[src/rtl/step_input_conditioner_if.sv]
// Step event handshake between the input conditioner and the pattern recogniser.
// The conditioner is the master: it presents the head event and sees the consumer's ready.
interface step_input_conditioner_if #(
    parameter int unsigned WIDTH = 4
);
    logic             step_valid;
    logic             step_ready;
    logic [WIDTH-1:0] step_data;

    modport master (
        output step_valid,
        output step_data,
        input  step_ready
    );

    modport slave (
        input  step_valid,
        input  step_data,
        output step_ready
    );
endinterface

[src/rtl/step_input_conditioner.sv]
// Synchronise, debounce and queue settled raw input patterns as single step events
// for the i1..i4 pattern-sequence recogniser.
module step_input_conditioner #(
    parameter int unsigned WIDTH       = 4,
    parameter int unsigned SYNC_STAGES = 2,
    parameter int unsigned DEBOUNCE    = 8,
    parameter int unsigned DEPTH       = 4
) (
    input  logic                       clk,
    input  logic                       reset,
    input  logic [WIDTH-1:0]           raw_in,
    step_input_conditioner_if.master   step_if,
    output logic [WIDTH-1:0]           stable_data,
    output logic [$clog2(DEPTH):0]     fill,
    output logic                       overrun,
    input  logic                       clr_overrun
);

    localparam int unsigned CNT_W  = $clog2(DEBOUNCE + 1);
    localparam int unsigned PTR_W  = $clog2(DEPTH);
    localparam int unsigned FILL_W = PTR_W + 1;

    typedef enum logic [1:0] {
        ST_IDLE,
        ST_SETTLE,
        ST_COMMIT
    } state_t;

    logic [WIDTH-1:0]  r_sync [SYNC_STAGES];
    logic [WIDTH-1:0]  w_sync_q;

    state_t            r_state;
    logic [WIDTH-1:0]  r_cand;
    logic [CNT_W-1:0]  r_cnt;
    logic [WIDTH-1:0]  r_stable;

    logic [WIDTH-1:0]  r_mem [DEPTH];
    logic [PTR_W-1:0]  r_wr_ptr;
    logic [PTR_W-1:0]  r_rd_ptr;
    logic [FILL_W-1:0] r_fill;
    logic              r_overrun;

    logic              w_commit;
    logic              w_empty;
    logic              w_full;
    logic              w_pop;
    logic              w_push;
    logic              w_drop;

    // Pure flop chain; nothing combinational ahead of the last stage.
    always_ff @(posedge clk) begin
        if (reset) begin
            for (int unsigned i = 0; i < SYNC_STAGES; i++) begin
                r_sync[i] <= '0;
            end
        end else begin
            r_sync[0] <= raw_in;
            for (int unsigned i = 1; i < SYNC_STAGES; i++) begin
                r_sync[i] <= r_sync[i-1];
            end
        end
    end

    assign w_sync_q = r_sync[SYNC_STAGES-1];

    // The settled pattern is published and queued on the edge that leaves SETTLE;
    // COMMIT is a one-cycle holdoff before sampling resumes in IDLE.
    assign w_commit = (r_state == ST_SETTLE) && (w_sync_q == r_cand)
                      && (r_cnt == CNT_W'(DEBOUNCE));

    always_ff @(posedge clk) begin
        if (reset) begin
            r_state  <= ST_IDLE;
            r_cand   <= '0;
            r_cnt    <= '0;
            r_stable <= '0;
        end else begin
            case (r_state)
                ST_IDLE: begin
                    if (w_sync_q != r_stable) begin
                        r_cand  <= w_sync_q;
                        r_cnt   <= CNT_W'(1);
                        r_state <= ST_SETTLE;
                    end
                end
                ST_SETTLE: begin
                    if (w_sync_q != r_cand) begin
                        if (w_sync_q == r_stable) begin
                            r_state <= ST_IDLE;
                        end else begin
                            r_cand <= w_sync_q;
                            r_cnt  <= CNT_W'(1);
                        end
                    end else if (w_commit) begin
                        r_stable <= r_cand;
                        r_state  <= ST_COMMIT;
                    end else begin
                        r_cnt <= r_cnt + CNT_W'(1);
                    end
                end
                ST_COMMIT: begin
                    r_state <= ST_IDLE;
                end
                default: begin
                    r_state <= ST_IDLE;
                end
            endcase
        end
    end

    assign w_empty = (r_fill == '0);
    assign w_full  = (r_fill == FILL_W'(DEPTH));
    assign w_pop   = !w_empty && step_if.step_ready;
    // A full FIFO still accepts the new event when the head leaves on the same edge.
    assign w_push  = w_commit && (!w_full || w_pop);
    assign w_drop  = w_commit && w_full && !w_pop;

    always_ff @(posedge clk) begin
        if (w_push) begin
            r_mem[r_wr_ptr] <= r_cand;
        end
    end

    always_ff @(posedge clk) begin
        if (reset) begin
            r_wr_ptr  <= '0;
            r_rd_ptr  <= '0;
            r_fill    <= '0;
            r_overrun <= 1'b0;
        end else begin
            if (w_push) begin
                r_wr_ptr <= r_wr_ptr + PTR_W'(1);
            end
            if (w_pop) begin
                r_rd_ptr <= r_rd_ptr + PTR_W'(1);
            end
            if (w_push && !w_pop) begin
                r_fill <= r_fill + FILL_W'(1);
            end else if (w_pop && !w_push) begin
                r_fill <= r_fill - FILL_W'(1);
            end
            if (w_drop) begin
                r_overrun <= 1'b1;
            end else if (clr_overrun) begin
                r_overrun <= 1'b0;
            end
        end
    end

    assign step_if.step_valid = !w_empty;
    assign step_if.step_data  = w_empty ? '0 : r_mem[r_rd_ptr];
    assign stable_data        = r_stable;
    assign fill               = r_fill;
    assign overrun            = r_overrun;

endmodule

[src/flat_wrapper.sv]
// flat-port wrapper written by rule: the top's interface ports become plain ports
module step_input_conditioner_flat 
#(
    parameter int unsigned WIDTH       = 4,
    parameter int unsigned SYNC_STAGES = 2,
    parameter int unsigned DEBOUNCE    = 8,
    parameter int unsigned DEPTH       = 4
)
  (clk, reset, raw_in, stable_data, fill, overrun, clr_overrun, step_if_step_valid, step_if_step_data, step_if_step_ready);
  step_input_conditioner_if #(.WIDTH(WIDTH)) step_if_i ();
  input  logic clk;
  input  logic reset;
  input  logic [WIDTH-1:0] raw_in;
  output logic [WIDTH-1:0] stable_data;
  output logic [$clog2(DEPTH):0] fill;
  output logic overrun;
  input  logic clr_overrun;
  output wire logic [$bits(step_if_i.step_valid)-1:0] step_if_step_valid;
  output wire logic [$bits(step_if_i.step_data)-1:0] step_if_step_data;
  input wire logic [$bits(step_if_i.step_ready)-1:0] step_if_step_ready;
  assign step_if_step_valid = step_if_i.step_valid;
  assign step_if_step_data = step_if_i.step_data;
  assign step_if_i.step_ready = step_if_step_ready;
  step_input_conditioner #(.WIDTH(WIDTH), .SYNC_STAGES(SYNC_STAGES), .DEBOUNCE(DEBOUNCE), .DEPTH(DEPTH)) u_core (.clk(clk), .reset(reset), .raw_in(raw_in), .step_if(step_if_i), .stable_data(stable_data), .fill(fill), .overrun(overrun), .clr_overrun(clr_overrun));
endmodule
[config.mk]
export PLATFORM = sky130hd
export DESIGN_NAME = step_input_conditioner_flat
export DESIGN_NICKNAME = d
export VERILOG_FILES = /design/src/rtl/step_input_conditioner_if.sv /design/src/rtl/step_input_conditioner.sv /design/src/flat_wrapper.sv
export SDC_FILE = /design/constraint.sdc
export NUM_CORES = 1
export LEC_CHECK = 0
export ABC_AREA = 1
export CAP_MARGIN = 10
export CORE_ASPECT_RATIO = 1.1
export CORE_MARGIN = 2
export CORE_UTILIZATION = 50
export DETAILED_ROUTE_END_ITERATION = 16
export PLACE_DENSITY = 0.71
export SLEW_MARGIN = 0
export SYNTH_ARGS = -nofsm -noshare
export SYNTH_HDL_FRONTEND = slang
export SYNTH_SLANG_ARGS = --single-unit
[constraint.sdc]
create_clock -name clk -period 6.6 [get_ports clk]
set_clock_uncertainty 0.2 [all_clocks]
set_input_delay 0.99 -clock clk [delete_from_list [all_inputs] [get_ports clk]]
set_output_delay 0.99 -clock clk [all_outputs]
set_load 0.01 [all_outputs]
==> results of run 1 <==
[metal layers]
metal  wire (µm)  share of wire, %
met1        1610                44
met2        1810                50
met3         131               3.6
met4          74               2.0
met5           0                 0
[flip-flops by register name, indices dropped and copies added (netlist names), named ones only]
name / cells
u_core.r_cnt: 4
u_core.r_sync: 8
u_core.overrun: 1
u_core.r_wr_ptr: 2
u_core.r_rd_ptr: 2
u_core.r_cand: 4
u_core.stable_data: 4
u_core.r_mem: 16
u_core.fill: 3
u_core.r_state: 2
[critical path, delay by kind of cell (launching register included)]
family	cells	cell delay (ps)
DFF	1	500
buffers and inverters	1	540
and+or+nand+nor	2	190
AOI/OAI and AO/OA	2	240
[logic make-up (layout without fill, tap and decap cells)]
family / Yosys count / count (layout) / share of synthesized area, %
buffers and inverters: 53 / 76 / 9.82
XOR/XNOR: 3 / 3 / 1.21
AO/OA/AOI/OAI: 42 / 42 / 9.65
AND/OR/NAND/NOR: 110 / 110 / 22.9
flip-flops: 48 / 48 / 51.5
adder cells (fa/ha/maj): 8 / 8 / 4.94
[cell type report]
class | instances | area [µm²]
multi-input cells | 163 | 843
inverters | 48 | 180
flip-flops and latches | 48 | 1120
clock inverters | 2 | 15.0
clock buffers | 6 | 82.6
fillers | 399 | 1740
repair buffers | 20 | 200
well taps | 54 | 67.6
[power by group]
part	switching, mW	total (mW)	internal (mW)
Clock	0.0946	0.179	0.0847
Sequential	0.0332	0.370	0.336
Combinational	0.134	0.244	0.110
[cell usage in the layout, fill, tap and decap left out, types with 4 or more instances in the layout]
cell type / count
sky130_fd_sc_hd__clkbuf_8: 6
sky130_fd_sc_hd__o21ai_0: 19
sky130_fd_sc_hd__o21ai_1: 4
sky130_fd_sc_hd__dfxtp_1: 32
sky130_fd_sc_hd__inv_1: 43
sky130_fd_sc_hd__edfxtp_1: 16
sky130_fd_sc_hd__nand2_1: 37
sky130_fd_sc_hd__ha_1: 7
sky130_fd_sc_hd__nand3_1: 11
sky130_fd_sc_hd__a21oi_1: 19
sky130_fd_sc_hd__nor2_4: 4
sky130_fd_sc_hd__inv_2: 5
sky130_fd_sc_hd__nor2_1: 50
sky130_fd_sc_hd__clkdlybuf4s50_1: 20
[worst max-delay path by stage]
stage | slack (ps) | start | end
global route | 3500 | flop | step_if_step_data[3]
finish | 3640 | flop | step_if_step_data[1]
CTS | 3640 | flop | step_if_step_data[1]
global placement | 3480 | step_if_step_ready | u_core.fill[2]$_SDFFE_PP0P_
floorplan | 4020 | step_if_step_ready | u_core.fill[2]$_SDFFE_PP0P_
detailed placement | 3440 | step_if_step_ready | u_core.fill[2]$_SDFFE_PP0P_
[through the flow]
step / total power, mW / hold slack (ps)
after global routing: 0.848 / 222
after CTS: 0.801 / 207
final: 0.793 / 206
after floorplan: 0.527 / 188
after detailed placement: 0.621 / 195
after global placement: 0.618 / 190
==> results.sh, run 1 <==
export IMPL_drv_max_cap_violation_count=0
export IMPL_route_detailed_vias_per_inst=4.78
export IMPL_critPathMostFrequentCell="sky130_fd_sc_hd__nor2_1"
export IMPL_nets=302
export IMPL_number_of_antenna_violations_at_the_first_check_in_global_routing=0
export IMPL_drtIter0Drc=64
export IMPL_floorplan_die_width_um=66.9
export IMPL_tritoncts="done"
export IMPL_critPathMaxFanout=9
export IMPL_postSynthAreaPerCell_um2=8.25
export IMPL_rsz_0062_raised_after_global_routing="no"
export IMPL_globalRouteOverflowTotal=0
export IMPL_critPathKind="flop to primary output"
export IMPL_floorplan_rows=25
export IMPL_synthCells=264
export IMPL_route_vias_total=1631
export IMPL_hold_viol_final=0
export IMPL_insertedDiodeCount=0
export IMPL_drt_pass1_iterations=4
export IMPL_use_met2_pct=30.6
export IMPL_max_clock_path_buffers=2
export IMPL_post_synth_top_count_cell="sky130_fd_sc_hd__nor2_1"
export IMPL_r2r_cells=13
export IMPL_critPathArrivalTime_ps=1770
export IMPL_power_ir_vdd_worst_mv=0.157
export IMPL_layout_setup_ws_ps=3640
export IMPL_post_synth_top_area_cell="sky130_fd_sc_hd__dfxtp_1"
export IMPL_grt_first_pass_wirelength_mm=6.22
export IMPL_track_usage_pct=17.1
export IMPL_post_synth_top_area_fraction_pct=29.4
export IMPL_path_clk_slew_ps=80
export IMPL_critPathSlowestCell="sky130_fd_sc_hd__clkdlybuf4s50_1"
export IMPL_critical_path_startpoint_type="flop"
export IMPL_postCtsSetupRepairBufs=0
export IMPL_wire_per_inst_um=10.7
export IMPL_worstPathRequired_ps=5410
export IMPL_globalRoute_busiestLayer="met2"
export IMPL_dpl_cell_area_um2=2410
export IMPL_io_pins=21
export IMPL_grt_util_met1_pct=18.9
export IMPL_die_h_um=73.2
export IMPL_numCtsBuffers=5
export IMPL_grt_start_max_net_pins=19
export IMPL_cts_sinks=48
export IMPL_met3_usage_pct=4.17
export IMPL_r2r_setup_slack_ps=3940
export IMPL_power_per_cell_area_nw_per_um2=316
export IMPL_routabilityCongestion=0.730
export IMPL_finalCriticalPeriod_ps=2960
export IMPL_detailedPlacementHpwl_mm=2.72
export IMPL_worst_hold_startpoint="u_core.r_sync[0][2]$_SDFF_PP0_"
export IMPL_totalNegativeSetupSlack_ps=0
export IMPL_primary_flip_flop_cell_chosen_by_synthesis_mapping="sky130_fd_sc_hd__dfxtp_1"
export IMPL_synthDistinctLibCells=22
export IMPL_area_growth_pct=15.2
export IMPL_fin_util_pct=59.0
export IMPL_finish_cell_count_without_fillers=341
export IMPL_critical_path_max_stage_delay_ps=540
export IMPL_synth_top_cells_by_area="sky130_fd_sc_hd__dfxtp_1, sky130_fd_sc_hd__edfxtp_1, sky130_fd_sc_hd__nor2_1"
export IMPL_setup_violations=0
export IMPL_fmaxAchievable_mhz=338
export IMPL_power_leakage_nw=1.03
export IMPL_synthesis_yosys_warnings=0
export IMPL_status="finished clean"
export IMPL_detail_route_drc_violations=0
export IMPL_post_cts_resized=0
export IMPL_layout_drive_gt1_share_pct=8.01
export IMPL_initial_utilization_pct=51.2
export IMPL_final_cell_area_um2=2510
export IMPL_detailed_route_wire_length_mm=3.63
export IMPL_timing_final_max_slew_violations=0
export IMPL_worstSetupEndpointType="primary output"
export IMPL_ffs_latches_synth=48
export IMPL_fp_dieArea_um2=4900
export IMPL_ys_seq_area_share_pct=51.5
export IMPL_r2r_end="u_core.fill[2]$_SDFFE_PP0P_"
export IMPL_timing_hold_worst_endpoint="u_core.r_sync[0][6]$_SDFF_PP0_"
export IMPL_slew_headroom_pct=66.4
export IMPL_grt_pass1_vias=1477
export IMPL_clockRootBuffer="sky130_fd_sc_hd__clkbuf_8"
export IMPL_postSynthNetCount=280
export IMPL_tcrit_tclk_final_pct=44.9
export IMPL_synth_top_cells_by_count="sky130_fd_sc_hd__nor2_1, sky130_fd_sc_hd__inv_1, sky130_fd_sc_hd__nand2_1, sky130_fd_sc_hd__dfxtp_1"
export IMPL_number_of_flops_mapped_to_enable_cells_by_yosys=16
export IMPL_placement_setup_worst_slack_ps=3440
export IMPL_netlist_area_um2=2180
export IMPL_critical_path_reg2reg_startpoint="u_core.r_cand[3]$_SDFFE_PP0P_"
export IMPL_worst_pin_slew_ps=503
export IMPL_worstPathCellList="nor2_1, nor2_1, o21ai_0, a21oi_1, clkdlybuf4s50_1"
export IMPL_synth_async_sr_flop_share_pct=0
export IMPL_ctsHoldBuffers=0
export IMPL_place_inst=333
export IMPL_port_buffers=20
export IMPL_core_region_area_um2=4250
export IMPL_min_path_type="flop to flop"
export IMPL_postRouteAntennaNets=0
export IMPL_cts_htree_levels=2
export IMPL_clock_latency_ps=300
export IMPL_hold_path_cell_count=2
(Power assumes the default switching activity.)
==> inputs of run 2 (changes only) <==
--- a/config.mk
+++ b/config.mk
@@ -11,7 +11,7 @@
 export CORE_MARGIN = 2
 export CORE_UTILIZATION = 50
 export DETAILED_ROUTE_END_ITERATION = 16
-export PLACE_DENSITY = 0.71
+export PLACE_DENSITY = 0.74
 export SLEW_MARGIN = 0
 export SYNTH_ARGS = -nofsm -noshare
 export SYNTH_HDL_FRONTEND = slang
==> constraint.sdc (replaced) <==
create_clock -name clk -period 2.49 [get_ports clk]
set_clock_uncertainty 0.2 [all_clocks]
set_input_delay 0.3735 -clock clk [delete_from_list [all_inputs] [get_ports clk]]
set_output_delay 0.3735 -clock clk [all_outputs]
set_load 0.01 [all_outputs]
==> run 2 against run 1 <==
Against the previous run:
- routed wire length is 0.77% higher
- setup slack worse by 3500 ps
- first-iteration DRC count fell by 16%
- sequential cell count stayed put
- critical path type unchanged
- cell count is 2.1% higher
- highest routed layer unchanged
- combinational power rose to 2.8 times the previous value
- clock power grew 140%
- non-clock buffer count is 7 higher
==> results.sh, run 2 (synthesis results as in run 1) <==
export IMPL_layout_drive_gt1_share_pct=12.2
export IMPL_mostFrequentLayoutCells="sky130_fd_sc_hd__nor2_1, sky130_fd_sc_hd__inv_1, sky130_fd_sc_hd__nand2_1, sky130_fd_sc_hd__dfxtp_1, sky130_fd_sc_hd__clkdlybuf4s50_1"
export IMPL_detail_route_drc_violations=0
export IMPL_area_growth_pct=17.7
export IMPL_critPathArrivalTime_ps=1780
export IMPL_setup_violations=0
export IMPL_status="finished clean"
export IMPL_track_usage_pct=16.1
export IMPL_place_inst=339
export IMPL_use_met2_pct=28.3
export IMPL_core_region_area_um2=4250
export IMPL_finish_cell_count_without_fillers=348
export IMPL_power_leakage_nw=1.05
export IMPL_ctsHoldBuffers=0
export IMPL_power_per_cell_area_nw_per_um2=823
export IMPL_route_detailed_vias_per_inst=4.78
export IMPL_drv_max_cap_violation_count=0
export IMPL_worstPathCellList="nor2_1, nor2_1, o21ai_0, a21oi_1, clkdlybuf4s50_1"
export IMPL_hold_slack_ps=209
export IMPL_critPathSlowestCell="sky130_fd_sc_hd__clkdlybuf4s50_1"
export IMPL_dpl_cell_area_um2=2460
export IMPL_floorplan_rows=25
export IMPL_path_clk_slew_ps=80
export IMPL_numCtsBuffers=5
export IMPL_critical_path_max_stage_delay_ps=550
export IMPL_critical_path_top_delay_family="buffers and inverters"
export IMPL_grt_util_met1_pct=19.1
export IMPL_floorplan_die_width_um=66.9
export IMPL_timing_final_max_slew_violations=0
export IMPL_worstSetupEndpointType="primary output"
export IMPL_grt_start_max_net_pins=19
export IMPL_power_ir_vdd_worst_mv=0.485
export IMPL_total_power_mw=2.11
export IMPL_detailedPlacementHpwl_mm=2.65
export IMPL_worst_pin_slew_ps=471
export IMPL_hold_viol_final=0
export IMPL_max_clock_path_buffers=2
export IMPL_critPathMaxFanout=9
export IMPL_final_cell_area_um2=2560
export IMPL_clockRootBuffer="sky130_fd_sc_hd__clkbuf_8"
export IMPL_nets=309
export IMPL_detailed_route_wire_length_mm=3.66
export IMPL_grt_pass1_vias=1457
export IMPL_met3_usage_pct=2.93
export IMPL_drt_pass1_iterations=4
export IMPL_cts_htree_levels=2
export IMPL_fin_util_pct=60.3
export IMPL_largestRegisters="u_core.r_mem x16, u_core.r_sync x8"
export IMPL_tcrit_tclk_final_pct=94.6
export IMPL_path_buf_inv=1
export IMPL_port_buffers=20
export IMPL_placement_setup_worst_slack_ps=-5.22
export IMPL_slew_headroom_pct=68.6
export IMPL_rsz_0062_raised_after_global_routing="no"
export IMPL_io_pins=21
export IMPL_critPathMostFrequentCell="sky130_fd_sc_hd__nor2_1"
export IMPL_totalNegativeSetupSlack_ps=0
export IMPL_drtIter0Drc=54
export IMPL_tritoncts="done"
export IMPL_most_common_cell_after_layout_fill_and_taps_aside="sky130_fd_sc_hd__nor2_1"
export IMPL_postRouteAntennaNets=0
export IMPL_largest_register="u_core.r_mem"
export IMPL_globalRouteOverflowTotal=0
export IMPL_min_path_type="flop to flop"
export IMPL_largest_reg_flops=16
export IMPL_fp_dieArea_um2=4900
export IMPL_insertedDiodeCount=0
export IMPL_fmaxAchievable_mhz=425
export IMPL_critPathKind="flop to primary output"
export IMPL_globalRoute_busiestLayer="met2"
export IMPL_route_vias_total=1664
export IMPL_routabilityCongestion=0.751
export IMPL_cts_sinks=48
export IMPL_grt_first_pass_wirelength_mm=5.97
export IMPL_number_of_antenna_violations_at_the_first_check_in_global_routing=0
export IMPL_die_h_um=73.2
export IMPL_finalCriticalPeriod_ps=2350
export IMPL_worstPathRequired_ps=1920
export IMPL_critical_path_startpoint_type="flop"
export IMPL_wire_per_inst_um=10.5
export IMPL_layout_setup_ws_ps=135
export IMPL_clock_latency_ps=290
export IMPL_initial_utilization_pct=51.2
-- run 2: changes by cell type in the layout (fill, tap and decap cells not counted), sizes merged --
cell	previous run	this run
buf	0	7
clkbuf	6	5
clkinv	0	1
-- run 2: metal layers --
layer  routed length [µm]  share of wire, %  up-vias
met3                  130               3.6        7
met4                   63               1.7        0
li1                     -                 -      886
met2                 1820                50       33
met5                    0                 0        -
met1                 1650                45      738
-- run 2: worst paths after layout --
| kind | startpoint | cells past startpoint | endpoint | slack [ps] |
|---|---|---|---|---|
| max | flop | 5 | step_if_step_data[2] | 140 |
| min | u_core.r_sync[0][3]$_SDFF_PP0_ | 2 | u_core.r_sync[0][7]$_SDFF_PP0_ | 210 |
| max reg2reg | u_core.r_cnt[0]$_SDFFE_PP0P_ | 13 | u_core.fill[2]$_SDFFE_PP0P_ | 210 |
| min reg2reg | u_core.r_sync[0][3]$_SDFF_PP0_ | 2 | u_core.r_sync[0][7]$_SDFF_PP0_ | 210 |
-- run 2: tightest hold or removal path, cell delays in order (launching register included) --
cell	delay, ps
sky130_fd_sc_hd__dfxtp_1	300
sky130_fd_sc_hd__inv_1	40
sky130_fd_sc_hd__nor2_1	30
-- run 2: what timing repair did --
action,CTS,global route
setup endpoints to repair,0,1
setup buffers,0,1
resized for setup,0,9
-- run 2: cell type report --
class                      instances  area, µm²
sequential                        48       1130
timing repair buffer              27        253
clock inverter                     3       18.8
clock buffer                       5       68.8
fill                             391       1690
multi-input combinational        163        851
tap                               54       67.6
inverter                          48        180
-- run 2: power breakdown --
part	internal (mW)	leakage, nW	switching [mW]
Combinational	0.321	0.606	0.373
Clock	0.194	0.0378	0.242
Sequential	0.894	0.410	0.0871
==> RTL edit (config.mk and constraints of run 2) <==
Register the output `overrun` once more, cleared by the reset; this adds one clock of latency there. The other outputs are not delayed to match.
--- a/src/rtl/step_input_conditioner.sv
+++ b/src/rtl/step_input_conditioner.sv
@@ -151,7 +151,13 @@
     assign step_if.step_data  = w_empty ? '0 : r_mem[r_rd_ptr];
     assign stable_data        = r_stable;
     assign fill               = r_fill;
-    assign overrun            = r_overrun;
+    always_ff @(posedge clk) begin
+        if (reset) begin
+            overrun <= '0;
+        end else begin
+            overrun <= r_overrun;
+        end
+    end
 
 endmodule
 
Formal check against the unedited RTL: same outputs for any inputs over 10 cycles, from zero or initial values and one cycle with reset high; that may be too few to reach the edited logic, so the function may still have changed.
==> RTL edit against run 2 <==
  * Design area increased by 4.6%
  * Utilization increased by 2.3 points
  * Worst setup slack improved by 0.020 ns
  * Power increased by 8.6%
  * Area after synthesis increased by 2.5%
  * Critical endpoint is now step_if_step_data[0]
  * Sequential cell count increased by 1
  * Die area increased by 2.3%
  * Sequential share of layout area decreased by 1.1 points
  * Synthesized cell count increased by 2.7%
  * Wire length increased by 0.33%
  * Largest cell class unchanged
==> RTL edit: results (changes against run 2) <==
- H-tree lvl count: 2 (unchanged)
- Average wire per cell in the routed design: 10.2 um (-3.3%)
- Seq/total area: 42.8% (-1.1 points)
- Hold slack: 0.200 ns (-0.00871 ns)
- Fraction of area in multi-input gates: 33.0% (-0.19 points)
- CTS resizes: 0 (unchanged)
- Unique masters post-synth: 25 (+14%)
- FF-to-FF path depth: 16 (+3)
- DR pass1 iterations: 4 (unchanged)
- Syn avg cell area: 8.24 um^2 (-0.18%)
- Clock sinks: 49 (+2.1%)
- Layout cells sized above 1: 13.7% (+1.4 points)
- DR iter-0 viols: 46 (-15%)
- Reg2reg start: u_core.r_cand[3]
- Clock Pin Slew Worst Setup and Hold Paths: 0.08 ns (about the same)
- Area after DPL: 2570 um^2 (+4.5%)
- Fraction of registers with async set/reset: 0% (unchanged)
- WHS Endpoint: u_core.r_sync[0][4]
- Core area: 4290 um^2 (+0.74%)
- Slowest-stage cell, CP: dfxtp_1
- Status: completed
- Repair and plain buffers: 32 (+19%)
- Largest net degree at the start of global routing: 16 (-3)
- Arr. time, crit path: 1.76 ns (-0.02 ns)
- Vias in the first global route: 1524 (+4.6%)
- First-pass GRT wire length: 6330 um (+6.0%)
- Sequential share of power: 43.7% (-2.8 points)
- Source of the worst hold timing path: u_core.r_sync[0][0]
- Layout filler cell count: 379 (-3.1%)
- Design area: 2680 um^2 (+4.6%)
- Fin crit period: 2.34 ns (-0.0195 ns)
- HPWL Detailed: 2830 um (+6.7%)
- Switch Pwr: 0.000728 W (+3.7%)
- Post-synth top cells: nor2_1, inv_1, dfxtp_1, nand2_1, o21ai_0
- # placed instances: 353 (+4.1%)
- Tightest Pin Transition: 0.403 ns (-0.0677 ns)
- Post-synth net total: 287 (+2.5%)
- Leakage power: 1.16 nW (+9.6%)
- Regs by FF count: u_core.r_mem: 16 flops, u_core.r_sync: 8 flops
- Via density: 4.61 (-3.5%)
- Post-Layout Cell Count: 361 (+3.7%)
- Num CTS Buffers: 5 (unchanged)
- P_clk: 0.000531 W (+22%)
- Inverters: 49 (+2.1%)
- Worst Setup EP: step_if_step_data[0]
- Clock Buffer Count: 6 (+1)
- Sequential-to-total area share from yosys stat: 51.1% (-0.34 points)
- Tot GR Track Use: 17.1% (+1.0 points)
- Clock buffer depth: 2 (unchanged)
- Ranking of synthesized cells by area: dfxtp_1, edfxtp_1, nor2_1
- Non-clock buffer share: 10.8% (+0.97 points)
- VDD IR max: 498 uV (+2.6%)
- Final Wtd Congestion: 0.764 (+1.7%)
- Comb_multi_in: 169 (+3.7%)
- Crit path largest cell delay: 0.50 ns (-0.05 ns)
- Pre-CTS setup slack: 0.0163 ns (+0.0215 ns)
- Clock root cell: clkbuf_8
- Critical path peak fanout: 9 (unchanged)
- Clk cell area share: 4.01% (+0.60 points)
- Nets: 322 (+4.2%)
-- RTL edit: cell count changes after synthesis, moves of 2 or more --
cell     delta
nand2_1     -4
o21ai_1     -3
inv_1       +3
a21oi_1     -5
nor2_1     +10
nand4_1     -2
nor2_2      +5
inv_2       -2
-- RTL edit: per-layer routing --
| layer | up-vias | track usage, % | wire [um] |
|---|---|---|---|
| li1 | 904 | - | - |
| met1 | 737 | 18.8 | 1630 |
| met2 | 20 | 30.9 | 1860 |
| met3 | 4 | 4.84 | 121 |
| met4 | 0 | 6.80 | 58 |
| met5 | - | 0 | 0 |
-- RTL edit: kinds of logic (layout without fill, tap and decap cells) --
logic type / Yosys count / count (layout) / synth area share [%]
buffers and inverters: 53 / 89 / 9.25
AOI/OAI and AO/OA: 35 / 35 / 7.96
adders and majority gates: 8 / 8 / 4.82
xor gates and xnor gates: 4 / 4 / 1.57
DFF: 49 / 49 / 51.1
and+or+nand+nor: 122 / 122 / 25.3
